==> config.mk <==
export PLATFORM = sky130hd
export DESIGN_NAME = rst_sequencer
export DESIGN_NICKNAME = d
export VERILOG_FILES = /design/src/rtl/rst_sequencer.sv
export SDC_FILE = /design/constraint.sdc
export NUM_CORES = 1
export LEC_CHECK = 0
export ABC_AREA = 1
export ABC_CLOCK_PERIOD_IN_PS = 2400
export CORE_UTILIZATION = 50
export CTS_CLUSTER_DIAMETER = 150
export DETAILED_ROUTE_END_ITERATION = 16
export PLACE_DENSITY = 0.71
export SETUP_SLACK_MARGIN = 0.02
export SYNTH_ARGS = -nofsm -noshare
export SYNTH_HDL_FRONTEND = slang
export SYNTH_SLANG_ARGS = --single-unit
==> constraint.sdc <==
create_clock -name clk -period 2.4 [get_ports clk]
set_input_delay 0.48 -clock clk [delete_from_list [all_inputs] [get_ports clk]]
set_output_delay 0.48 -clock clk [all_outputs]
set_load 0.02 [all_outputs]
==> src/rtl/rst_sequencer.sv <==
// Board-level reset sequencer: synchronizes the button reset and PLL lock, then releases the
// downstream reset domains in order with fixed spacing; handles software reset and lock loss.
module rst_sequencer #(
  parameter int unsigned N_DOMAINS     = 3,
  parameter int unsigned STAGE_DLY     = 16,
  parameter int unsigned LOCK_FILTER   = 8,
  parameter int unsigned SW_RST_CYCLES = 32
) (
  input  logic                 clk,
  input  logic                 RST_n,
  input  logic                 pll_locked,
  input  logic                 sw_rst_req,
  output logic [N_DOMAINS-1:0] rst_n_out,
  output logic                 seq_done,
  output logic [2:0]           state_o
);

  typedef enum logic [2:0] {
    StHold     = 3'd0,
    StWaitLock = 3'd1,
    StRelease  = 3'd2,
    StRun      = 3'd3,
    StSwRst    = 3'd4
  } state_e;

  localparam int unsigned MaxLs  = (STAGE_DLY > LOCK_FILTER) ? STAGE_DLY : LOCK_FILTER;
  localparam int unsigned MaxCnt = (MaxLs > SW_RST_CYCLES) ? MaxLs : SW_RST_CYCLES;
  localparam int unsigned CntW   = $clog2(MaxCnt + 1);
  localparam int unsigned IdxW   = (N_DOMAINS > 1) ? $clog2(N_DOMAINS) : 1;

  localparam logic [CntW-1:0]      LockLast  = CntW'(LOCK_FILTER - 1);
  localparam logic [CntW-1:0]      StageLast = CntW'(STAGE_DLY - 1);
  localparam logic [CntW-1:0]      SwLast    = CntW'(SW_RST_CYCLES - 1);
  localparam logic [IdxW-1:0]      IdxLast   = IdxW'(N_DOMAINS - 1);
  localparam logic [N_DOMAINS-1:0] Dom0      = N_DOMAINS'(1);

  logic rst_ff1_q, rst_sync_q;
  logic plk_ff1_q, plk_q;

  state_e          state_q;
  logic [CntW-1:0] cnt_q;
  logic [IdxW-1:0] idx_q;

  always_ff @(posedge clk or negedge RST_n) begin
    if (!RST_n) begin
      rst_ff1_q  <= 1'b0;
      rst_sync_q <= 1'b0;
      plk_ff1_q  <= 1'b0;
      plk_q      <= 1'b0;
    end else begin
      rst_ff1_q  <= 1'b1;
      rst_sync_q <= rst_ff1_q;
      plk_ff1_q  <= pll_locked;
      plk_q      <= plk_ff1_q;
    end
  end

  always_ff @(posedge clk or negedge RST_n) begin
    if (!RST_n) begin
      state_q   <= StHold;
      cnt_q     <= '0;
      idx_q     <= '0;
      rst_n_out <= '0;
      seq_done  <= 1'b0;
    end else begin
      case (state_q)
        StHold: begin
          rst_n_out <= '0;
          seq_done  <= 1'b0;
          if (rst_sync_q) begin
            state_q <= StWaitLock;
            cnt_q   <= '0;
          end
        end

        StWaitLock: begin
          if (!plk_q) begin
            cnt_q <= '0;
          end else if (cnt_q == LockLast) begin
            state_q   <= StRelease;
            rst_n_out <= Dom0;
            cnt_q     <= '0;
            idx_q     <= '0;
          end else begin
            cnt_q <= cnt_q + CntW'(1);
          end
        end

        StRelease: begin
          if (!plk_q) begin
            state_q   <= StWaitLock;
            rst_n_out <= '0;
            seq_done  <= 1'b0;
            cnt_q     <= '0;
            idx_q     <= '0;
          end else if (cnt_q == StageLast) begin
            cnt_q <= '0;
            if (idx_q == IdxLast) begin
              // Last domain has had its full spacing period; sequence complete.
              state_q  <= StRun;
              seq_done <= 1'b1;
            end else begin
              // Released domains are always a contiguous run starting at bit 0.
              idx_q     <= idx_q + IdxW'(1);
              rst_n_out <= (rst_n_out << 1) | Dom0;
            end
          end else begin
            cnt_q <= cnt_q + CntW'(1);
          end
        end

        StRun: begin
          // Lock loss takes priority over a simultaneous software request.
          if (!plk_q) begin
            state_q   <= StWaitLock;
            rst_n_out <= '0;
            seq_done  <= 1'b0;
            cnt_q     <= '0;
            idx_q     <= '0;
          end else if (sw_rst_req) begin
            state_q   <= StSwRst;
            rst_n_out <= '0;
            seq_done  <= 1'b0;
            cnt_q     <= '0;
          end
        end

        StSwRst: begin
          rst_n_out <= '0;
          seq_done  <= 1'b0;
          if (cnt_q == SwLast) begin
            state_q <= StWaitLock;
            cnt_q   <= '0;
          end else begin
            cnt_q <= cnt_q + CntW'(1);
          end
        end

        default: begin
          state_q   <= StHold;
          rst_n_out <= '0;
          seq_done  <= 1'b0;
          cnt_q     <= '0;
          idx_q     <= '0;
        end
      endcase
    end
  end

  assign state_o = state_q;

endmodule

==> results.toml <==
[critical_path]
worstReg2RegEnd = "rst_n_out[1]$_DFFE_PN0P_"
worstPathRequired_ns = 1.92
setup.worst_path.end_class = "output port"
critical_path_depth = 1
worst_r2r_startpoint = "cnt_q[0]$_DFFE_PN0P_"
cp-start-kind = "flop"
internal_reg_to_reg_setup_slack_ns = 0.82
path_cells = "clkdlybuf4s50_1"
worstPathBufferInverterCount = 1
critPathMaxFanout = 7
critical_path.slowest_cell = "clkdlybuf4s50_1"
critical_path_s_largest_stage_delay_ns = 0.66
worstPathArrival_ns = 1.44
worstSetupPathType = "reg2out"
timing.reg2reg.worst_path_depth = 10
critical-path-top-delay-family = "buffers and inverters"

[die]
fp.dieArea_um2 = 2430
initial_core_util_pct = 55.3
height_of_the_chip_um = 49.3
core_um2 = 2020
chipWidth_um = 49.3
placementRows = 16
design.portCount = 11

[timing]
hold_viol = 0
finalSetupViolations = 0
hold_slack_ns = 0.359
final.min_clock_period_ns = 1.92
finalCritPeriodShare_pct = 79.9
timing_worst_slew_pin_value_ns = 0.823
timing.slew.headroom_pct = 44.9
fin_skew_ns = 0.00805
timing.setup.tns_ns = 0
fmax_mhz = 521
report.final.slew_viol_count = 0
rsz0062_at_grt = "false"

[global_routing]
gr-usage-all-layers_pct = 21.0
largest_net_degree_at_the_start_of_global_routing = 20
gr-usage-met3_pct = 2.80
globalRouteMet2Util_pct = 32.0
grt_pass1_wl_mm = 3.88
via_count_of_the_first_global_routing_pass = 894
grt.met1_usage_pct = 29.6
grt_overflow_total = 0
global_route.peak_usage_layer = "met2"
number_of_antenna_violations_at_the_first_check_in_global_routing = 0

[detailed_routing]
via_count = 950
drcViolationCount = 0
vias_per_cell = 5.05
wirelength_mm = 2.13
final_antenna_net_count = 0
number_of_drc_markers_after_the_initial_detailed_route_iteration = 33
dr.pass1.iters = 4
wire_per_inst_um = 11.3

[placement]
dp.final_hpwl_mm = 1.66
gp_congestion = 0.850
port_buffers = 10
placed_area_um2 = 1250

[power]
ir_drop_uv = 686
leakagePower_nw = 0.656
pwr_density_cell_nw_per_um2 = 1020

[finish]
fin_util_pct = 63.2
layout-drive-gt1-share_pct = 16.1
final_nets = 168
syn_to_final_growth_pct = 14.3
stdcell_area_um2 = 1280
antenna-diode-count = 0

[yosys]
ys_async_sr_fraction_pct = 100
synth_cell_type_count = 22
syn-instance-count = 147
synth.top_cell.area_share_pct = 42.6
yosys.cell_count.top_type = "nand2_1"
synth_area_leaders = "dfrtp_1 43%, nand2_1 14%, nand3_1 6.7%"
main_synth_ff_type = "dfrtp_1"
synth-seq-area-share_pct = 42.6
synth.ff_latch_count = 19
mappedNetlistNets = 153
netlist_area_before_placement_um2 = 1120
ys_warn_count = 0
avgSynthCellArea_um2 = 7.60
post_synth_most_frequent_cells = "43 x nand2_1, 19 x dfrtp_1, 19 x nor2_1"
synth.largest_area_cell = "dfrtp_1"
synth-edff-count = 0

[worst_hold_path]
hold_path_origin = "rst_ff1_q$_DFF_PN0_"
hold_path_end = "rst_sync_q$_DFF_PN0_"
worstHoldPathType = "reg2reg"
min_path_cells = 0

[clocking]
clk_root_buffer_cell = "clkbuf_4"
post_cts.repair.setup_buffers = 0
worstSkewPairLatency_ns = 0.29
holdBufCountCts = 0
clkSlewWorstSetupHoldPaths_ns = 0.09
htreeDepth = 1
cts_tree = "yes"
cts_inserted_buffers = 3
cts.sinks = 19
clk_buf_depth = 2
total_of_cells_resized_after_clock_tree_synthesis = 0

[run_status]
outcome = "finished clean"

[job]
number_of_max_capacitance_violations_reported = 0
-- cells by family (layout without fill, tap and decap cells) --
logic type / after synthesis / count (layout) / synth area share (%)
AOI/OAI and AO/OA: 6 / 6 / 3.25
other: 1 / 1 / 0.336
buffers and inverters: 18 / 32 / 6.05
xor gates and xnor gates: 1 / 1 / 0.784
adders and majority gates: 2 / 2 / 2.24
and+or+nand+nor: 100 / 100 / 44.8
DFF: 19 / 19 / 42.6
-- power by group --
| part | internal (mW) | switching (mW) | total (mW) |
|---|---|---|---|
| clock | 0.0647 | 0.0924 | 0.157 |
| combinational | 0.258 | 0.427 | 0.685 |
| sequential | 0.384 | 0.0774 | 0.462 |
| total | 0.707 | 0.597 | 1.30 |
-- how the worst max path moves through the flow --
stage                                      start                  endpoint  slack [ns]
after floorplan           state_o[2]$_DFFE_PN0P_  rst_n_out[0]$_DFFE_PN0P_        0.99
after global placement                sw_rst_req    state_o[1]$_DFFE_PN0P_        0.75
after detailed placement              sw_rst_req    state_o[1]$_DFFE_PN0P_        0.71
after CTS                 state_o[0]$_DFFE_PN0P_                state_o[0]        0.48
after global routing      state_o[1]$_DFFE_PN0P_                state_o[1]        0.42
final                     state_o[1]$_DFFE_PN0P_                state_o[1]        0.48
-- through the flow --
stage / setup slack, ns / instances / power, mW
floorplan: 0.993 / 147 / 0.961
finish: 0.482 / 188 / 1.30
CTS: 0.480 / 188 / 1.31
global route: 0.421 / 188 / 1.42
detailed placement: 0.710 / 184 / 1.15
global placement: 0.747 / 184 / 1.14
-- per-layer routing --
layer	routed length [um]	vias to the layer above
met3	71	4
met1	1100	436
met2	927	19
met4	29	0
li1	-	491
met5	0	-
-- cell type report --
cell class,count,area (um2)
Tap cell,27,33.8
Multi-Input combinational cell,110,574
Inverter,18,67.6
Clock buffer,4,26.3
Fill cell,186,744
Sequential cell,19,475
Timing Repair Buffer,10,100
-- layout by cell type (no fill, tap or decap), drive strengths merged --
master          n
a31o            1
dfrtp          19
nand3          19
o21a            1
xor2            1
nor2           24
a21oi           1
nor3            1
ha              2
inv            16
nand2          52
conb            1
nand4           4
clkinv          2
o21ai           3
clkbuf          4
clkdlybuf4s50  10
-- registers in the layout, indices dropped and copies added, names as in the netlist --
register and flops:
rst_n_out 3, seq_done 1, rst_sync_q 1, cnt_q 6, idx_q 2, plk_q 1, plk_ff1_q 1, state_o 3
rst_ff1_q 1
Power figures use the tool's default switching activity.
